==> config.mk <==
export PLATFORM = sky130hd
export DESIGN_NAME = ex_mm_pipe_reg
export DESIGN_NICKNAME = d
export VERILOG_FILES = /design/src/rtl/ex_mm_pipe_reg.sv
export SDC_FILE = /design/constraint.sdc
export NUM_CORES = 1
export LEC_CHECK = 0
export BUFFER_PORTS_ARGS = -buffer_cell sky130_fd_sc_hd__buf_4
export CAP_MARGIN = 20
export CORE_ASPECT_RATIO = 0.75
export CORE_UTILIZATION = 52
export DETAILED_ROUTE_END_ITERATION = 6
export GPL_TIMING_DRIVEN = 0
export HOLD_SLACK_MARGIN = 0.06
export PLACE_DENSITY = 0.82
export SLEW_MARGIN = 20
export SYNTH_ARGS = -nofsm -noshare
export SYNTH_HDL_FRONTEND = slang
export SYNTH_SLANG_ARGS = --single-unit
export TNS_END_PERCENT = 100
==> constraint.sdc <==
create_clock -name clk -period 7.25 [get_ports clk]
set_input_delay 0 -clock clk [delete_from_list [all_inputs] [get_ports clk]]
set_output_delay 0 -clock clk [all_outputs]
set_load 0.03 [all_outputs]
==> src/rtl/ex_mm_pipe_reg.sv <==
`default_nettype none
// ============================================================================
//  Module   : ex_mm_pipe_reg
//  Purpose  : EX->MM pipeline register with valid/ready handshake,
//             synchronous flush, gated control outputs and a saturating
//             back-pressure counter for the performance monitor.
//  Build    : EX_MM_SKID_EN defined   -> two-entry skid buffer, registered
//                                        in_ready (no out_ready->in_ready path)
//             EX_MM_SKID_EN undefined -> single entry, in_ready combinational
//                                        from out_ready
//  Ports    :
//    clk, rst            clock (rising edge), async active-high reset
//    flush               synchronous squash of every held instruction
//    in_valid/in_ready   EX-side handshake
//    *_in                instruction payload and control bits from EX
//    out_valid/out_ready MM-side handshake
//    *_out               registered payload; control bits gated by out_valid
//    stall_clr           synchronous clear of stall_cycles
//    stall_cycles        saturating count of out_valid && !out_ready cycles
//  Revision : 1.0  initial release
// ============================================================================
module ex_mm_pipe_reg #(
   parameter int DATA_WIDTH     = 32,
   parameter int REG_ADDR_WIDTH = 5,
   parameter int CNT_WIDTH      = 16
) (
   input  logic                      clk,
   input  logic                      rst,
   input  logic                      flush,
   // EX side
   input  logic                      in_valid,
   output logic                      in_ready,
   input  logic                      reg_write_in,
   input  logic                      mem_read_in,
   input  logic                      mem_write_in,
   input  logic [2:0]                funct3_in,
   input  logic [DATA_WIDTH-1:0]     alu_result_in,
   input  logic [DATA_WIDTH-1:0]     write_data_in,
   input  logic [REG_ADDR_WIDTH-1:0] rd_in,
   // MM side
   output logic                      out_valid,
   input  logic                      out_ready,
   output logic                      reg_write_out,
   output logic                      mem_read_out,
   output logic                      mem_write_out,
   output logic [2:0]                funct3_out,
   output logic [DATA_WIDTH-1:0]     alu_result_out,
   output logic [DATA_WIDTH-1:0]     write_data_out,
   output logic [REG_ADDR_WIDTH-1:0] rd_out,
   // performance monitor
   input  logic                      stall_clr,
   output logic [CNT_WIDTH-1:0]      stall_cycles
);

   localparam logic [CNT_WIDTH-1:0] c_CNT_MAX = '1;
   localparam logic [CNT_WIDTH-1:0] c_CNT_ONE = {{(CNT_WIDTH-1){1'b0}}, 1'b1};

   // One pipeline entry: payload and control travel together.
   typedef struct packed {
      logic                      reg_write;
      logic                      mem_read;
      logic                      mem_write;
      logic [2:0]                funct3;
      logic [DATA_WIDTH-1:0]     alu_result;
      logic [DATA_WIDTH-1:0]     write_data;
      logic [REG_ADDR_WIDTH-1:0] rd;
   } entry_t;

   entry_t                 w_in_entry;
   entry_t                 main_q;
   entry_t                 main_d;
   logic                   w_main_valid;
   logic                   w_in_xfer;
   logic                   w_out_xfer;
   logic [CNT_WIDTH-1:0]   stall_q;
   logic [CNT_WIDTH-1:0]   stall_d;

   always_comb begin
      w_in_entry.reg_write  = reg_write_in;
      w_in_entry.mem_read   = mem_read_in;
      w_in_entry.mem_write  = mem_write_in;
      w_in_entry.funct3     = funct3_in;
      w_in_entry.alu_result = alu_result_in;
      w_in_entry.write_data = write_data_in;
      w_in_entry.rd         = rd_in;
   end

   assign w_in_xfer  = in_valid & in_ready;
   assign w_out_xfer = w_main_valid & out_ready;

`ifdef EX_MM_SKID_EN
   // -------------------------------------------------------------------------
   // Two-entry skid buffer. State bits are {skid_valid, main_valid}, so the
   // valid flags fall straight out of the state register.
   // -------------------------------------------------------------------------
   typedef enum logic [1:0] {
      ST_EMPTY = 2'b00,
      ST_ONE   = 2'b01,
      ST_FULL  = 2'b11
   } state_t;

   state_t  state_q;
   state_t  state_d;
   entry_t  skid_q;
   entry_t  skid_d;
   logic    w_skid_valid;

   assign w_main_valid = state_q[0];
   assign w_skid_valid = state_q[1];

   // Decoded purely from flops: no combinational path from out_ready.
   assign in_ready = ~w_skid_valid;

   always_ff @(posedge clk or posedge rst) begin
      if (rst) begin
         state_q <= ST_EMPTY;
         main_q  <= '0;
         skid_q  <= '0;
      end else begin
         state_q <= state_d;
         main_q  <= main_d;
         skid_q  <= skid_d;
      end
   end

   always_comb begin
      state_d = state_q;
      main_d  = main_q;
      skid_d  = skid_q;
      if (flush) begin
         // Only the valid bits clear; payload stays stale.
         state_d = ST_EMPTY;
      end else begin
         case (state_q)
            ST_EMPTY: begin
               if (w_in_xfer) begin
                  state_d = ST_ONE;
                  main_d  = w_in_entry;
               end
            end
            ST_ONE: begin
               if (w_in_xfer && w_out_xfer) begin
                  main_d = w_in_entry;
               end else if (w_in_xfer) begin
                  // Main is stalled: the younger entry parks in skid.
                  state_d = ST_FULL;
                  skid_d  = w_in_entry;
               end else if (w_out_xfer) begin
                  state_d = ST_EMPTY;
               end
            end
            ST_FULL: begin
               // in_ready is low here, so only the drain case exists.
               if (w_out_xfer) begin
                  state_d = ST_ONE;
                  main_d  = skid_q;
               end
            end
            default: begin
               state_d = ST_EMPTY;
            end
         endcase
      end
   end
`else
   // -------------------------------------------------------------------------
   // Single entry. in_ready looks through to out_ready so a consumed entry
   // can be replaced in the same cycle (full throughput).
   // -------------------------------------------------------------------------
   logic valid_q;
   logic valid_d;

   assign w_main_valid = valid_q;
   assign in_ready     = ~valid_q | out_ready;

   always_ff @(posedge clk or posedge rst) begin
      if (rst) begin
         valid_q <= 1'b0;
         main_q  <= '0;
      end else begin
         valid_q <= valid_d;
         main_q  <= main_d;
      end
   end

   always_comb begin
      valid_d = valid_q;
      main_d  = main_q;
      if (flush) begin
         valid_d = 1'b0;
      end else if (w_in_xfer) begin
         valid_d = 1'b1;
         main_d  = w_in_entry;
      end else if (w_out_xfer) begin
         valid_d = 1'b0;
      end
   end
`endif

   // -------------------------------------------------------------------------
   // Saturating stall counter. A flushed cycle is not a stall: the held
   // entry is being thrown away, not waiting.
   // -------------------------------------------------------------------------
   always_ff @(posedge clk or posedge rst) begin
      if (rst) begin
         stall_q <= '0;
      end else begin
         stall_q <= stall_d;
      end
   end

   always_comb begin
      stall_d = stall_q;
      if (stall_clr) begin
         stall_d = '0;
      end else if (w_main_valid && !out_ready && !flush && (stall_q != c_CNT_MAX)) begin
         stall_d = stall_q + c_CNT_ONE;
      end
   end

   // -------------------------------------------------------------------------
   // Outputs. Control bits are gated so a bubble can never write.
   // -------------------------------------------------------------------------
   assign out_valid      = w_main_valid;
   assign reg_write_out  = main_q.reg_write & w_main_valid;
   assign mem_read_out   = main_q.mem_read  & w_main_valid;
   assign mem_write_out  = main_q.mem_write & w_main_valid;
   assign funct3_out     = main_q.funct3;
   assign alu_result_out = main_q.alu_result;
   assign write_data_out = main_q.write_data;
   assign rd_out         = main_q.rd;
   assign stall_cycles   = stall_q;

endmodule
`default_nettype wire

==> results of run 1 <==
==> flip-flops by register name, summed over array words and instances (netlist names) <==
| name | count |
|---|---|
| alu_result_out | 32 |
| write_data_out | 32 |
| stall_cycles | 16 |
| rd_out | 5 |
| funct3_out | 3 |
| main_q | 3 |
| out_valid | 1 |
==> cells in the mapped netlist, types with 2 or more instances <==
master	n
nand3_1	6
nor3b_1	2
o31ai_1	8
o21ai_0	3
nor2_1	5
or3_1	3
a211oi_1	2
dfrtp_1	92
buf_2	5
buf_4	77
mux2_2	75
nor3_1	2
a21oi_1	11
and2_1	3
nand4_1	3
inv_1	7
nand2b_1	2
or4_1	9
nand2_1	4
o41ai_1	2
==> worst max-delay path, delay by kind of cell, from the launching register on <==
family,cells,cell delay [ns]
and+or+nand+nor,2,0.55
DFF,1,0.43
muxes,1,0.39
buffers and inverters,2,0.57
==> power groups by stage <==
stage                     logic, mW  clock network [mW]  registers, mW
after floorplan               0.341                   0          0.622
after global placement        0.497                   0          0.626
after detailed placement      0.507                   0          0.632
after CTS                     0.544               0.369          0.621
after global routing          0.580               0.388          0.635
final                         0.554               0.366          0.627
==> worst max path at each step <==
| stage | depth (start not counted) | start | end |
|---|---|---|---|
| 2_1_floorplan | 1 | rst | alu_result_out[0] |
| 3_3_place_gp | 2 | rst | write_data_out[21] |
| 3_5_place_dp | 5 | out_valid | alu_result_out[10] |
| 4_1_cts | 5 | out_valid | alu_result_out[10] |
| 5_1_grt | 5 | out_valid | rd_out[3] |
| 6_report | 5 | out_valid | rd_out[3] |
==> cells by family after synthesis <==
logic type | count (synthesis)
flops | 92
simple gates | 51
compound gates | 29
fa+ha+maj | 1
mux | 76
buf+inv | 91
==> area by class of cell <==
class	instances	share of cell area [%]
Sequential cell	92	33.8
Inverter	7	0.459
Clock buffer	11	2.08
Timing Repair Buffer	253	31.1
Buffer	84	8.97
Tap cell	105	1.93
Clock inverter	5	0.992
Multi-Input combinational cell	157	20.6
==> metrics by stage <==
| stage | area (um2) | hold slack, ns |
|---|---|---|
| after CTS | 6810 | 0.0909 |
| after global routing | 6810 | 0.105 |
| final | 6810 | 0.102 |
| after detailed placement | 5800 | -0.0751 |
| after global placement | 5770 | 0.214 |
| after floorplan | 4340 | 0.0664 |
==> placed cells by master, fill, tap and decap left out, drive strengths merged, types with 2 or more instances in the layout <==
| master | count |
|---|---|
| inv | 10 |
| a211oi | 2 |
| nor4 | 3 |
| or3 | 3 |
| dlygate4sd3 | 80 |
| o31ai | 8 |
| nor3b | 3 |
| o21ai | 3 |
| nand4 | 4 |
| or2 | 2 |
| a21oi | 11 |
| nand2b | 2 |
| o41ai | 2 |
| nor2 | 5 |
| nand2 | 4 |
| nand3 | 7 |
| buf | 256 |
| clkbuf | 12 |
| nor3 | 2 |
| and2 | 3 |
| dfrtp | 92 |
| mux2 | 75 |
| or4 | 9 |
==> what timing repair did <==
item | in CTS | in global routing
hold buffers | 80 | 0
gates resized for setup | 0 | 0
hold endpoints to repair | 174 | 0
==> layer usage <==
layer | GRT usage [%] | part of all wire [%] | up-vias
met5 | 0 | 0 | -
met4 | 6.44 | 1.3 | 0
met3 | 7.70 | 7.3 | 19
met2 | 50.1 | 51 | 158
met1 | 33.5 | 40 | 1788
li1 | - | - | 1654
==> run summary, run 1 <==
H-tree Lvls -> 3
CP endpoint kind -> flip-flop
Crit-path cells -> nor2b_2, nor3b_1, buf_2, buf_4, mux2_2
Die ar. -> 8730 um2
Total grt overflow -> 0
Synth-to-Final Area Change -> 56.8%
Worst slew margin -> 59.5%
CTS Buf Count -> 9
Sw Ratio -> 32.3%
GRT Total Usage -> 27.9%
RSZ-0062 raised after global routing -> no
Flop pwr share -> 40.5%
Crit path time final -> 2.06 ns
Nets -> 686
Seq/Total Area, Yosys -> 53.0%
Clock power frac -> 23.7%
EDFF count, synth -> 0
WP data required -> 7.49 ns
Max Cap Violations -> 0
Final Hold Viols -> 0
Share of cells above drive strength 1 -> 58.1%
Antenna Nets Post-Route -> 0
Setup Fix Bufs, Post-CTS -> 0
Site Rows -> 28
Setup Crit Path Kind -> flip-flop to flip-flop
CTS sink cnt -> 92
Vias in the first global route -> 3627
Root buffer cell -> clkbuf_8
Mux cell area share after synthesis -> 19.7%
Worst-Margin Slew -> 0.602 ns
PortBufs -> 172
Final WS setup -> 5.19 ns
Post-Synth Adder-Cell Area -> 0.288%
DR WL/cell -> 17.0 um
Warning count from the yosys run -> 0
Vias -> 3619
Max IR drop VDD -> 0.136 mV
DR vias/cell -> 5.07
Initial antenna violation count -> 0
Register Area -> 2300 um2
Complex-gate fraction of the synthesized area -> 4.35%
Largest net degree at the start of global routing -> 80
Final setup violation count -> 0
Synth Area in XOR/XNOR -> 0%
Clock buffer depth -> 2
Reg2Reg Setup Slack -> 5.19 ns
Fill cells -> 412
Worst r2r src -> out_valid
CTS tree -> built
Dominant cells by area after synthesis -> dfrtp_1 (53%), mux2_2 (19%), buf_4 (13%)
Setup_tns -> 0 ns
Primary FF master, synth -> dfrtp_1
Top cell type's share of synthesized area -> 53.0%
Post-synthesis simple-gate area fraction -> 8.01%
Multi-input logic area -> 1400 um2
# IOs -> 174
Worst R2R Path Depth -> 5
Syn Nets -> 422
Arrival time at the worst endpoint -> 2.30 ns
Pre-CTS setup slack -> 5.21 ns
Comb pwr share -> 35.8%
FF-to-FF End -> rd_out[3]
Post-synth ARST share -> 100%
Crit path max fanout -> 10
Core Area -> 7990 um2
Global-route wire length before repair -> 18300 um
Placed cells -> 618
Synthesized flop and latch total -> 92
Post-synthesis cell count -> 340
Post-route insts no fill -> 714
Power Internal -> 1.05 mW
Drt first-iter violations -> 133
CP max stage cell -> dfrtp_1
GP Congestion -> 0.854
Yosys cell types -> 39
1st-pass router iterations -> 4
Die Y-Extent -> 81.1 um
Pwr dens -> 227 nW/um2
Hold WC Path Type -> input port to async pin
N_diodes -> 0
Synth Area per Inst -> 12.8 um2
Post-detail-place hpwl -> 7110 um
Starting Density -> 54.4%
Synth Cell Area -> 4340 um2
Total Power -> 1.55 mW
Final wirelength -> 12100 um
Max Clk Rate -> 0.486 GHz
Worst-Skew Late Latency -> 0.35 ns
DR DRC count -> 0
Tcrit/Tclk final -> 28.4%
Sw Pwr -> 0.500 mW
Largest family of logic cells by synthesized area -> multiplexers
Max-slew violations -> 0
Layout Skew -> 0.00974 ns
CTS clk-pin slew, worst paths -> 0.10 ns
Core Util, Final -> 85.2%
Largest area contributor in the netlist -> dfrtp_1
Outcome -> finished clean
Worst Setup Start Kind -> flip-flop
Die X -> 108 um
Leakage -> 3.24 nW
Max stage delay on crit path -> 0.43 ns
No activity file was read; power rests on OpenSTA's default activity.
==> run 2, diff against run 1 <==
--- a/config.mk
+++ b/config.mk
@@ -8,11 +8,11 @@
 export BUFFER_PORTS_ARGS = -buffer_cell sky130_fd_sc_hd__buf_4
 export CAP_MARGIN = 20
 export CORE_ASPECT_RATIO = 0.75
-export CORE_UTILIZATION = 52
+export CORE_UTILIZATION = 49
 export DETAILED_ROUTE_END_ITERATION = 6
 export GPL_TIMING_DRIVEN = 0
 export HOLD_SLACK_MARGIN = 0.06
-export PLACE_DENSITY = 0.82
+export PLACE_DENSITY = 0.78
 export SLEW_MARGIN = 20
 export SYNTH_ARGS = -nofsm -noshare
 export SYNTH_HDL_FRONTEND = slang
==> constraint.sdc (replaced) <==
create_clock -name clk -period 2.1 [get_ports clk]
set_input_delay 0 -clock clk [delete_from_list [all_inputs] [get_ports clk]]
set_output_delay 0 -clock clk [all_outputs]
set_load 0.03 [all_outputs]
==> run summary, run 2 (synthesized netlist as in run 1, its figures left out) <==
Site Rows -> 29 (was 28)
Hold WC Path Type -> input port to flip-flop (was input port to async pin)
Final setup violation count -> 0 (unchanged)
CP endpoint kind -> flip-flop (unchanged)
Worst-Margin Slew -> 0.664 ns (was 0.602 ns)
Die ar. -> 9250 um2 (was 8730 um2)
Final WS setup -> 0.118 ns (was 5.19 ns)
Largest net degree at the start of global routing -> 33 (was 80)
Fill cells -> 472 (was 412)
Setup Fix Bufs, Post-CTS -> 0 (unchanged)
Max-slew violations -> 0 (unchanged)
Post-detail-place hpwl -> 7320 um (was 7110 um)
Vias -> 3627 (was 3619)
Vias in the first global route -> 3771 (was 3627)
Setup_tns -> 0 ns (unchanged)
GRT Total Usage -> 27.6% (was 27.9%)
CTS Buf Count -> 9 (unchanged)
Share of cells above drive strength 1 -> 58.5% (was 58.1%)
Final Hold Viols -> 0 (unchanged)
Commonest non-fill, non-tap cell in the layout -> buf_4 (unchanged)
Root buffer cell -> clkbuf_16 (was clkbuf_8)
Outcome -> finished clean (unchanged)
Crit path max fanout -> 10 (unchanged)
Clock buffer depth -> 2 (unchanged)
Pwr dens -> 844 nW/um2 (was 227 nW/um2)
Layout Skew -> 0.0105 ns (was 0.00974 ns)
Synth-to-Final Area Change -> 60.4% (was 56.8%)
Drt first-iter violations -> 122 (was 133)
Final wirelength -> 12300 um (was 12100 um)
Antenna Nets Post-Route -> 0 (unchanged)
Max IR drop VDD -> 0.547 mV (was 0.136 mV)
Initial antenna violation count -> 0 (unchanged)
RSZ-0062 raised after global routing -> no (unchanged)
Worst slew margin -> 55.3% (was 59.5%)
1st-pass router iterations -> 4 (unchanged)
Max Cap Violations -> 0 (unchanged)
DR WL/cell -> 17.1 um (was 17.0 um)
Arrival time at the worst endpoint -> 2.20 ns (was 2.30 ns)
Die X -> 111 um (was 108 um)
Starting Density -> 50.9% (was 54.4%)
# IOs -> 174 (unchanged)
CTS clk-pin slew, worst paths -> 0.07 ns (was 0.10 ns)
Most frequent cells in the layout -> buf_4 (249), dfrtp_1 (92), dlygate4sd3_1 (79) (was buf_4 (249), dfrtp_1 (92), dlygate4sd3_1 (80))
PortBufs -> 172 (unchanged)
CTS resizes -> 0 (unchanged)
Multi-input logic area -> 1400 um2 (unchanged)
Nets -> 687 (was 686)
Worst Setup Start Kind -> flip-flop (unchanged)
Pre-CTS setup slack -> 0.148 ns (was 5.21 ns)
Crit path time final -> 1.98 ns (was 2.06 ns)
Total grt overflow -> 0 (unchanged)
CTS sink cnt -> 92 (unchanged)
GP Congestion -> 0.859 (was 0.854)
Register Area -> 2300 um2 (unchanged)
Tcrit/Tclk final -> 94.4% (was 28.4%)
Core Area -> 8530 um2 (was 7990 um2)
N_diodes -> 0 (unchanged)
H-tree Lvls -> 3 (unchanged)
DR vias/cell -> 5.05 (was 5.07)
DR DRC count -> 0 (unchanged)
Global-route wire length before repair -> 19900 um (was 18300 um)
Die Y-Extent -> 83.5 um (was 81.1 um)
Max Clk Rate -> 0.505 GHz (was 0.486 GHz)
Setup Crit Path Kind -> flip-flop to flip-flop (unchanged)
CTS tree -> built (unchanged)
Leakage -> 3.30 nW (was 3.24 nW)
Worst-Skew Late Latency -> 0.34 ns (was 0.35 ns)
Hold buffer count at CTS -> 79 (was 80)
WP data required -> 2.31 ns (was 7.49 ns)
==> run 2: metal layers <==
metal | global-route usage (%) | vias to the layer above | wire (um)
li1 | - | 1658 | -
met4 | 8.00 | 0 | 254
met3 | 7.63 | 22 | 834
met5 | 0 | - | 0
met1 | 35.0 | 1762 | 5010
met2 | 46.4 | 185 | 6190
==> run 2: power breakdown <==
group,internal (mW),switching (mW)
Clock,1.09,0.709
Combinational,1.00,0.917
Sequential,2.02,0.143
Total,4.11,1.77
==> run 2: worst paths after layout <==
kind | start | to | slack [ns] | depth (start not counted)
worst max-delay path | out_valid | alu_result_out[8] | 0.12 | 5
worst min-delay path | stall_clr | stall_cycles[9] | 0.12 | 2
worst max register to register | out_valid | alu_result_out[8] | 0.12 | 5
worst min register to register | main_q[74] | main_q[74] | 0.50 | 1
max in group asynchronous | rst | stall_cycles[8] | 1.21 | 5
min in group asynchronous | rst | alu_result_out[4] | 0.23 | 3
==> run 2: layout make-up <==
cell class | instances | area share (%)
plain buffers | 84 | 8.76
clock buffers | 10 | 3.43
multi-input cells | 157 | 20.2
clock inverters | 6 | 1.38
repair buffers | 254 | 30.9
inverters | 7 | 0.431
well taps | 108 | 1.94
flip-flops and latches | 92 | 33.0
==> run 2: critical path: stages, from the launching register on <==
cell and delay, ns:
dfrtp_1 0.42, nor2b_2 0.20, nor3b_1 0.29, buf_2 0.32
buf_4 0.25, mux2_2 0.38
==> run 2: metrics by stage <==
step / std cells / cell area (um2) / hold slack (ns) / power, mW / util [%]
2_1_floorplan: 340 / 4350 / 0.0664 / 3.33 / -
3_3_place_gp: 620 / 5770 / 0.224 / 3.88 / 67.7
3_5_place_dp: 623 / 5840 / 0.0212 / 3.94 / 68.5
4_1_cts: 718 / 6970 / 0.0908 / 5.86 / 81.7
5_1_grt: 718 / 6970 / 0.128 / 6.10 / 81.7
6_report: 718 / 6970 / 0.123 / 5.88 / 81.7
==> run 3, diff against run 2 <==
--- a/config.mk
+++ b/config.mk
@@ -7,7 +7,7 @@
 export LEC_CHECK = 0
 export BUFFER_PORTS_ARGS = -buffer_cell sky130_fd_sc_hd__buf_4
 export CAP_MARGIN = 20
-export CORE_ASPECT_RATIO = 0.75
+export CORE_ASPECT_RATIO = 1.25
 export CORE_UTILIZATION = 49
 export DETAILED_ROUTE_END_ITERATION = 6
 export GPL_TIMING_DRIVEN = 0
==> run summary, run 3 (synthesized netlist as in run 1, its figures left out) <==
Max Clk Rate -> 0.513 GHz (was 0.505 GHz)
Hold slack final -> 0.0830 ns (was 0.123 ns)
# IOs -> 174 (unchanged)
CTS tree -> built (unchanged)
Core Area -> 8650 um2 (was 8530 um2)
Max Cap Violations -> 0 (unchanged)
RSZ-0062 raised after global routing -> no (unchanged)
WP data required -> 2.34 ns (was 2.31 ns)
Max IR drop VDD -> 0.391 mV (was 0.547 mV)
N_diodes -> 0 (unchanged)
Final setup violation count -> 0 (unchanged)
Tcrit/Tclk final -> 92.8% (was 94.4%)
Synth-to-Final Area Change -> 57.2% (was 60.4%)
Commonest non-fill, non-tap cell in the layout -> buf_4 (unchanged)
Crit path max fanout -> 10 (unchanged)
Setup_tns -> 0 ns (unchanged)
Setup Crit Path Kind -> flip-flop to flip-flop (unchanged)
Initial antenna violation count -> 0 (unchanged)
CTS sink cnt -> 92 (unchanged)
Total Power -> 5.26 mW (was 5.88 mW)
Clock buffer depth -> 2 (unchanged)
Hold WC Path Type -> input port to flip-flop (unchanged)
Layout Skew -> 0.00830 ns (was 0.0105 ns)
DR DRC count -> 0 (unchanged)
PortBufs -> 172 (unchanged)
CTS Buf Count -> 9 (unchanged)
Vias -> 3649 (was 3627)
Nets -> 687 (unchanged)
Site Rows -> 38 (was 29)
1st-pass router iterations -> 7 (was 4)
Arrival time at the worst endpoint -> 2.19 ns (was 2.20 ns)
Worst-Skew Late Latency -> 0.36 ns (was 0.34 ns)
Worst slew margin -> 58.0% (was 55.3%)
Most frequent cells in the layout -> buf_4 (249), dfrtp_1 (92), dlygate4sd3_1 (79) (unchanged)
Die ar. -> 9250 um2 (about the same)
Final wirelength -> 12900 um (was 12300 um)
DR vias/cell -> 5.00 (was 5.05)
Post-route insts no fill -> 730 (was 718)
GP Congestion -> 0.873 (was 0.859)
Placed cells -> 635 (was 623)
Leakage -> 3.23 nW (was 3.30 nW)
Vias in the first global route -> 3899 (was 3771)
Starting Density -> 50.2% (was 50.9%)
Final Hold Viols -> 0 (unchanged)
Post-detail-place hpwl -> 7700 um (was 7320 um)
Antenna Nets Post-Route -> 0 (unchanged)
Die Y-Extent -> 107 um (was 83.5 um)
Setup Fix Bufs, Post-CTS -> 0 (unchanged)
Largest net degree at the start of global routing -> 30 (was 33)
DR WL/cell -> 17.7 um (was 17.1 um)
CP endpoint kind -> flip-flop (unchanged)
Global-route wire length before repair -> 19800 um (was 19900 um)
CTS clk-pin slew, worst paths -> 0.08 ns (was 0.07 ns)
Die X -> 86.2 um (was 111 um)
H-tree Lvls -> 3 (unchanged)
Worst Setup Start Kind -> flip-flop (unchanged)
Drt first-iter violations -> 111 (was 122)
Max-slew violations -> 0 (unchanged)
Pwr dens -> 771 nW/um2 (was 844 nW/um2)
Outcome -> finished clean (unchanged)
Crit path time final -> 1.95 ns (was 1.98 ns)
GRT Total Usage -> 28.4% (was 27.6%)
Total grt overflow -> 0 (unchanged)
Root buffer cell -> clkbuf_8 (was clkbuf_16)
Share of cells above drive strength 1 -> 57.9% (was 58.5%)
Worst-Margin Slew -> 0.625 ns (was 0.664 ns)
==> run 3: area by class of cell <==
type / count / area (um2)
multi-input combinational: 157 / 1410
clock buffer: 14 / 143
sequential: 92 / 2300
buffer: 84 / 611
timing repair buffer: 254 / 2150
fill: 517 / 1820
clock inverter: 2 / 35.0
inverter: 7 / 30.0
tap: 120 / 150
==> run 3: stage by stage <==
stage | util (%) | cell area (um2) | setup WS, ns
CTS | 78.9 | 6830 | 0.104
global placement | 66.9 | 5790 | -0.0614
detailed placement | 67.7 | 5860 | -0.0695
global route | 78.9 | 6830 | 0.0149
finish | 78.9 | 6830 | 0.152
floorplan | - | 4350 | 0.273
==> run 3: timing repair <==
item,in CTS,in global routing
hold endpoints to repair,116,0
endpoints found under the setup margin,50,0
gates resized for setup,1,0
hold buffers,79,0
==> run 3: worst paths after layout <==
path                                 start            endpoint  slack [ns]  cells after the start
worst min register to register  main_q[74]          main_q[74]        0.51                      1
min in group asynchronous              rst  alu_result_out[15]        0.21                      3
worst max-delay path             out_valid   write_data_out[3]        0.15                      5
worst min-delay path             stall_clr    stall_cycles[10]        0.08                      2
worst max register to register   out_valid   write_data_out[3]        0.15                      5
max in group asynchronous              rst  alu_result_out[18]        0.99                      6
==> run 3: worst max-delay path, cell delays in order (launching register included) <==
cell     delay (ns)
dfrtp_1        0.45
nor2b_2        0.21
nor3b_2        0.26
buf_2          0.30
buf_4          0.25
mux2_2         0.36
==> run 3: layer usage <==
| layer | up-vias | share of wire (%) | GRT usage (%) |
|---|---|---|---|
| met1 | 1775 | 39 | 31.6 |
| met3 | 34 | 6.3 | 6.67 |
| li1 | 1664 | - | - |
| met5 | - | 0 | 0 |
| met2 | 176 | 52 | 50.9 |
| met4 | 0 | 2.9 | 13.0 |
==> run 3: report_power, final <==
part / internal [mW] / switching (mW) / leakage [nW]
logic: 1.00 / 0.939 / 2.02
registers: 2.02 / 0.151 / 1.12
clock network: 0.553 / 0.599 / 0.0887
total: 3.57 / 1.69 / 3.23
